==> src/rtl/serial_port_ctrl.sv <==
// CPU-side controller for the serial_port block: TX/RX byte FIFOs, DATA/STATUS/CTRL registers,
// transmit strobe sequencing, receive handshake and a single level interrupt.
module serial_port_ctrl #(
  parameter int TX_AW = 4,
  parameter int RX_AW = 4
) (
  input  logic       clk,
  input  logic       rst,
  input  logic [1:0] bus_addr,
  input  logic       bus_rd,
  input  logic       bus_wr,
  input  logic [7:0] bus_wdata,
  output logic [7:0] bus_rdata,
  output logic       irq,
  output logic [7:0] sp_data_in,
  output logic       sp_write_en,
  input  logic       sp_write_busy,
  input  logic       sp_int_req,
  output logic       sp_int_ack,
  input  logic [7:0] sp_data_out
);

  typedef enum logic [1:0] {TX_IDLE, TX_START, TX_WAIT_HI, TX_WAIT_LO} tx_state_t;
  typedef enum logic {RX_WAIT, RX_ACK} rx_state_t;

  localparam logic [TX_AW:0] TX_FULL_DIFF = {1'b1, {TX_AW{1'b0}}};
  localparam logic [RX_AW:0] RX_FULL_DIFF = {1'b1, {RX_AW{1'b0}}};

  logic [7:0]     tx_mem [1 << TX_AW];
  logic [7:0]     rx_mem [1 << RX_AW];
  logic [TX_AW:0] tx_wr_ptr, tx_rd_ptr;
  logic [RX_AW:0] rx_wr_ptr, rx_rd_ptr;

  tx_state_t tx_state, tx_next;
  rx_state_t rx_state, rx_next;
  logic      tx_hi_wait;
  logic      tx_ovf, rx_ovr, rx_ie, tx_ie;

  logic tx_empty, tx_full, rx_empty, rx_full, tx_idle;
  logic wr_data, wr_status, wr_ctrl, rd_data;
  logic tx_launch, tx_push, tx_ovf_set;
  logic rx_take, rx_pop, rx_push, rx_ovr_set;
  logic [7:0] status, rd_value;

  assign tx_empty = (tx_wr_ptr == tx_rd_ptr);
  assign tx_full  = ((tx_wr_ptr ^ tx_rd_ptr) == TX_FULL_DIFF);
  assign rx_empty = (rx_wr_ptr == rx_rd_ptr);
  assign rx_full  = ((rx_wr_ptr ^ rx_rd_ptr) == RX_FULL_DIFF);
  assign tx_idle  = tx_empty && (tx_state == TX_IDLE) && !sp_write_busy;

  assign wr_data   = bus_wr && (bus_addr == 2'd0);
  assign wr_status = bus_wr && (bus_addr == 2'd1);
  assign wr_ctrl   = bus_wr && (bus_addr == 2'd2);
  assign rd_data   = bus_rd && (bus_addr == 2'd0);

  // A pop in the same cycle frees a slot, so a push into a full FIFO is still accepted.
  assign tx_push    = wr_data && (!tx_full || tx_launch);
  assign tx_ovf_set = wr_data && tx_full && !tx_launch;
  assign rx_take    = (rx_state == RX_WAIT) && sp_int_req;
  assign rx_pop     = rd_data && !rx_empty;
  assign rx_push    = rx_take && (!rx_full || rx_pop);
  assign rx_ovr_set = rx_take && rx_full && !rx_pop;

  assign status = {3'b000, tx_ovf, rx_ovr, tx_idle, tx_full, !rx_empty};

  always_comb begin
    // NOTE: every signal written here gets a default first, so no path leaves it unassigned and no latch is inferred.
    tx_next   = tx_state;
    tx_launch = 1'b0;
    unique case (tx_state)
      TX_IDLE: begin
        if (!tx_empty && !sp_write_busy) begin
          tx_launch = 1'b1;
          tx_next   = TX_START;
        end
      end
      TX_START:   tx_next = TX_WAIT_HI;
      TX_WAIT_HI: begin
        // The transmitter gets two cycles to raise busy; otherwise the byte is considered lost.
        if (sp_write_busy)   tx_next = TX_WAIT_LO;
        else if (tx_hi_wait) tx_next = TX_IDLE;
      end
      TX_WAIT_LO: if (!sp_write_busy) tx_next = TX_IDLE;
      default:    tx_next = TX_IDLE;
    endcase
  end

  always_comb begin
    rx_next = rx_state;
    unique case (rx_state)
      RX_WAIT: if (sp_int_req) rx_next = RX_ACK;
      RX_ACK:  rx_next = RX_WAIT;
      default: rx_next = RX_WAIT;
    endcase
  end

  always_comb begin
    rd_value = 8'h00;
    unique case (bus_addr)
      2'd0:    rd_value = rx_empty ? 8'h00 : rx_mem[rx_rd_ptr[RX_AW-1:0]];
      2'd1:    rd_value = status;
      2'd2:    rd_value = {6'b000000, tx_ie, rx_ie};
      default: rd_value = 8'h00;
    endcase
  end

  always_ff @(posedge clk) begin
    // NOTE: registers use non-blocking assignments so each one samples the values from before the edge.
    if (rst) begin
      tx_state    <= TX_IDLE;
      rx_state    <= RX_WAIT;
      tx_hi_wait  <= 1'b0;
      tx_wr_ptr   <= '0;
      tx_rd_ptr   <= '0;
      rx_wr_ptr   <= '0;
      rx_rd_ptr   <= '0;
      tx_ovf      <= 1'b0;
      rx_ovr      <= 1'b0;
      rx_ie       <= 1'b0;
      tx_ie       <= 1'b0;
      bus_rdata   <= 8'h00;
      irq         <= 1'b0;
      sp_data_in  <= 8'h00;
      sp_write_en <= 1'b0;
      sp_int_ack  <= 1'b0;
    end else begin
      tx_state    <= tx_next;
      rx_state    <= rx_next;
      tx_hi_wait  <= (tx_state == TX_WAIT_HI);
      sp_write_en <= tx_launch;
      sp_int_ack  <= rx_take;
      if (tx_launch) begin
        sp_data_in <= tx_mem[tx_rd_ptr[TX_AW-1:0]];
        tx_rd_ptr  <= tx_rd_ptr + (TX_AW+1)'(1);
      end
      if (tx_push) tx_wr_ptr <= tx_wr_ptr + (TX_AW+1)'(1);
      if (rx_pop)  rx_rd_ptr <= rx_rd_ptr + (RX_AW+1)'(1);
      if (rx_push) rx_wr_ptr <= rx_wr_ptr + (RX_AW+1)'(1);
      // A new overflow event wins over a simultaneous write-1-to-clear.
      tx_ovf <= tx_ovf_set || (tx_ovf && !(wr_status && bus_wdata[4]));
      rx_ovr <= rx_ovr_set || (rx_ovr && !(wr_status && bus_wdata[3]));
      if (wr_ctrl) begin
        rx_ie <= bus_wdata[0];
        tx_ie <= bus_wdata[1];
      end
      if (bus_rd) bus_rdata <= rd_value;
      irq <= (rx_ie && !rx_empty) || (tx_ie && tx_idle);
    end
  end

  // NOTE: FIFO storage is not reset; the pointers alone decide which entries hold valid bytes.
  always_ff @(posedge clk) begin
    if (tx_push) tx_mem[tx_wr_ptr[TX_AW-1:0]] <= bus_wdata;
    if (rx_push) rx_mem[rx_wr_ptr[RX_AW-1:0]] <= sp_data_out;
  end

endmodule
==> config.mk <==
export PLATFORM = sky130hd
export DESIGN_NAME = serial_port_ctrl
export DESIGN_NICKNAME = d
export VERILOG_FILES = /design/src/rtl/serial_port_ctrl.sv
export SDC_FILE = /design/constraint.sdc
export NUM_CORES = 1
export LEC_CHECK = 0
export CORE_MARGIN = 2
export CORE_UTILIZATION = 35
export CTS_BUF_LIST = sky130_fd_sc_hd__clkbuf_4 sky130_fd_sc_hd__clkbuf_8
export DETAILED_ROUTE_END_ITERATION = 10
export GPL_TIMING_DRIVEN = 1
export PLACE_DENSITY = 0.63
export SYNTH_ARGS = -nofsm -noshare
export SYNTH_HDL_FRONTEND = slang
export SYNTH_SLANG_ARGS = --single-unit
==> constraint.sdc <==
create_clock -name clk -period 2.7 [get_ports clk]
set_clock_uncertainty 0.05 [all_clocks]
set_input_delay 0.54 -clock clk [delete_from_list [all_inputs] [get_ports clk]]
set_output_delay 0.54 -clock clk [all_outputs]
set_load 0.01 [all_outputs]
### Yosys cells after proc, flatten, opt, wreduce, memory -nomap -nowiden

Memories as Yosys holds them, arrays and structs flattened. A register that Yosys moved wholly into a read port is not among the register bits.
Cells that the tools add are included.

| word-level totals | value |
|---|---|
| flip-flop bits (word level) | 39 |
| bits in latches | 0 |
| RAM bits | 256 |
| bits in read-only memories | 0 |
| input bits | 24 |
| output and inout port bits | 19 |
| logic and storage cells | 91 |
| memories | 2 |

| cells by class | value |
|---|---|
| add/subtract/negate cells | 4 |
| $mul | 0 |
| div/mod/pow operators | 0 |
| order comparisons | 0 |
| eq/ne operators | 12 |
| shift-type cells | 0 |
| muxes and demuxes | 17 |
| bitwise operators | 3 |
| reduce and logical (&&, ||, !) cells | 38 |

Memory list:

| name | depth | bits a word | read ports | clocked after memory_dff | write ports | line | text |
|---|---|---|---|---|---|---|---|
| rx_mem | 16 | 8 | 1 | 1 | 1 | 30 | `logic [7:0] rx_mem [1 << RX_AW];` |
| tx_mem | 16 | 8 | 1 | 1 | 1 | 29 | `logic [7:0] tx_mem [1 << TX_AW];` |

Operators with widths:

| cell | number |
|---|---|
| 8-bit case mux with 3 select lines | 1 |
| 1-bit logical AND | 21 |
| 5-bit by 1-bit adder with 5-bit output (second input constant) | 4 |
| 5-bit equality test | 2 |
| 5-bit equality test (second input constant) | 2 |
| 5-bit bitwise XOR | 2 |
| 1-bit zero test | 9 |
| 2-bit two-way mux | 4 |
| 4-bit two-way mux | 2 |
| 8-bit two-way mux | 1 |
| 2-bit case mux with 4 select lines | 1 |
| 1-bit two-way mux | 7 |
| 2-bit equality test (second input constant) | 3 |
| 1-bit logical OR | 5 |
| 2-bit by 1-bit equality test with 1-bit output (second input constant) | 2 |
| 2-bit zero test | 2 |
| 3-bit != test (second input constant) | 1 |
| 3-bit AND reduction | 1 |
| 2-bit by 1-bit != test with 1-bit output (second input constant) | 1 |
| 2-bit != test (second input constant) | 1 |
| 1-bit case mux with 2 select lines | 1 |
| 1-bit inverter | 1 |

### Logic depth before layout (Yosys ltp)

| depth | value |
|---|---|
| word-level depth | 9 |
| depth in mapped cells | 7 |
| gate-level depth less buffers | 5 |

### Worst setup path before layout

OpenSTA, ideal clock, no wires.

| timing path | value |
|---|---|
| path kind | input-to-reg |
| from | in bus_addr[0] |
| to | mem rx_mem[3][0] (enable) |
| setup time | 0.383 ns |
| arrival | 2.055 ns |
| required time | 2.267 ns |
| slack | 0.212 ns |
| stages | 5 |
| buffers on the path | 1 |
| cell sequence | buf_2 nor3b_2 and2b_4 a211o_1 nor3_1 |

| between the ends | value |
|---|---|
| cells in the longest elaborated chain, start to end | 7 |

Ends and longest elaborated chain:

| what | line | text |
|---|---|---|
| start: declaration | 9 | `input logic [1:0] bus_addr,` |
| 2-bit zero test | 54 | `assign rd_data = bus_rd && (bus_addr == 2'd0);` |
| 1-bit logical AND | 54 |  |
| 1-bit logical AND | 60 | `assign rx_pop = rd_data && !rx_empty;` |
| 1-bit logical OR | 61 | `assign rx_push = rx_take && (!rx_full \|\| rx_pop);` |
| 1-bit logical AND | 61 |  |
| 1-bit two-way mux | 154 | `if (rx_push) rx_mem[rx_wr_ptr[RX_AW-1:0]] <= sp_data_out;` |
| 1-bit two-way mux (implied by the code) | 154 |  |
| end: declaration | 30 |  |

No other way between the ends.

### Worst setup path in the final report

| timing path | value |
|---|---|
| from | reg bus_rdata[2] |
| to | out bus_rdata[2] |

RTL lines:

| what | line | text |
|---|---|---|
| start: declaration | 13 | `output logic [7:0] bus_rdata,` |
| start signal: assignment | 146 | `if (bus_rd) bus_rdata <= rd_value;` |

No word-level cell between the ends.

==> results.ini <==
[logic_synthesis]
muxShareOfSynthArea_pct=12.5
yosys.area_share.adder_pct=1.02
synth_simple_gate_area_share_pct=7.31
synth-edff-count=256
synth.net_count=730
synthXorXnorAreaFrac_pct=1.67
ys_ff_latch=307
synth-warning-count=0
synthArstFlopShare_pct=0
synth_top_family_by_area=multiplexers
syn-mean-instance-area_um2=17.6
synth_seq_area_share_pct=70.9
synthCells=696
synthesis.area_um2=12300
yosysUniqueCellTypes=56
synth_flop_cell=edfxtp_1
synth-compound-area-share_pct=4.39

[floorplan]
num_rows=68
fp.coreArea_um2=34500
dieArea_um2=36600
io_pins=43
die_w_um=191
die_h_um=191
initial_core_util_pct=35.5

[detailed_routing]
wl_um=25900
ant_nets=0
via_count=6508
first_iter_violations=551
vias_per_cell=4.99
drc_errors=0
avgRoutedWirePerCell_um=19.8
drtPass1Iterations=5

[clock_network]
cts_tree=built
cts_max_path_buffers=3
cts.clk_slew.worst_paths_ns=0.06
root_buffer=clkbuf_8
clock_latency_ns=0.57
cts.sinks=307
cts_resized=0
cts_buffers=49
cts_hold_buf=0
cts_htree_levels=2
postCtsSetupBuffers=0

[cells_and_area]
final_cell_mix=edfxtp_1, mux4_2, clkbuf_8
drive_above_1_share_pct=26.0
syn_to_final_growth_pct=19.5
num_antenna_cells=0
layout.nets=845
layout_commonest_cell=edfxtp_1

[job]
drv_cap=0

[timing]
finalHoldViolCount=0
finalSetupViolCount=0
slew_headroom_pct=50.7
rsz0062_at_grt=no
maxSlewViolCount=0
min_period_ns=2.16
worstMarginPinSlew_ns=0.737
fmax_mhz=462
hold_ws_ns=0.295
setup_tns_ns=0
period_share_pct=80.1
setup_slack_ns=0.537

[power_and_ir_drop]
powerDensity_nw_per_um2=659
p_leak_uw=0.00484
peakVddDrop_uv=410
p_total_uw=9660

[global_routing]
antenna_found_initial=0
grt_pass1_vias=6780
grt_pass1_wl_um=39800
grt_use_total_pct=14.5
grt_start_max_net_pins=35
gr-total-overflow=0

[critical_path]
critPathMaxFanout=2
cp_cell_sequence=clkdlybuf4s50_1
cp_top_family=buffers and inverters
start_kind=register
max_stage_delay_ns=0.58
crit_arrival_ns=1.57
cp_num_buf_inv=1
critPathKind=register to output pin
slowest_stage=clkdlybuf4s50_1
endpoint_kind=output pin
cp_data_required_time_ns=2.11

[outcome]
outcome=complete, no violations

[placed_design]
gp_congestion=0.771
dpl_worst_slack_ns=0.0842
numPortBuffers=42
post-dp-hpwl_um=17100

[min_path]
hold_class=primary input to register

[logic make-up after synthesis]
group                      count (synthesis)
buffers and inverters                     49
xor gates and xnor gates                  20
muxes                                     74
DFF                                      307
adders and majority gates                 10
AOI/OAI and AO/OA                         74
and+or+nand+nor                          162
[routing by layer]
layer / wire (µm) / up-vias / GRT usage, %
met2: 12400 / 194 / 23.5
met4: 809 / 0 / 5.50
met5: 0 / - / 0
met3: 1370 / 53 / 2.72
met1: 11300 / 3270 / 19.4
li1: - / 2991 / -
[power breakdown]
part	switching [µW]	leakage [µW]	internal, µW
combinational	292	0.00158	211
clock	1760	0.000532	2180
sequential	33.1	0.00272	5180
total	2090	0.00484	7570
[path summary, 6_finish.rpt]
path | from | slack (ns) | depth (start not counted) | endpoint
min | rst | 0.30 | 3 | tx_rd_ptr[3]
min reg2reg | sp_data_in[2] | 0.40 | 2 | sp_data_in[2]
max reg2reg | register | 0.64 | 6 | bus_rdata[0]
max | bus_rdata[2] | 0.54 | 1 | bus_rdata[2]
[per-stage QoR]
step,utilization (%),std cells,instance area [µm²]
final,42.5,1305,14700
after global placement,39.6,1215,13700
after floorplan,-,696,12300
after detailed placement,39.6,1215,13700
after global routing,42.5,1305,14700
after CTS,42.5,1305,14700
[cells in the mapped netlist (all sizes together), types with 2 or more instances]
cell      n  area (µm²)
edfxtp  256        7690
mux4     62        1400
dfxtp    51        1020
and3     33         211
nor2     33         124
nand2    27         101
buf      26         184
nor2b    22         138
a22oi    21         158
a21oi    16        91.3
nand3    16        80.1
clkbuf   12        48.8
inv      11        41.3
xnor2    11         111
ha       10         125
xor2      9        93.8
mux2i     8        80.1
a21o      7        52.6
nor3      7        46.3
nor3b     6        50.1
o21ai     6        41.3
o32ai     6        52.6
mux2      4        45.0
nand2b    4        25.0
o211ai    4        35.0
and2      3        18.8
and4      3        26.3
nand4     3        33.8
o21a      3        23.8
o22ai     3        18.8
or4       3        22.5
a211oi    2        15.0
a31oi     2        12.5
[flip-flops by register name, indices dropped and copies added (netlist names), 2 cells and up, named ones only]
register and cells:
rx_mem 128, rx_rd_ptr 5, sp_data_in 8, tx_rd_ptr 5, bus_rdata 8, rx_wr_ptr 5, tx_wr_ptr 5, tx_mem 128
tx_state 2
[area by class of cell]
type | count | area [µm²]
clock buffer | 74 | 875
clock inverter | 16 | 113
fill | 3096 | 19900
inverter | 11 | 41.3
multi-input combinational | 340 | 3300
sequential | 307 | 8710
tap | 455 | 569
timing repair buffer | 102 | 1070
Note: power is estimated with default switching activity, not from simulation.
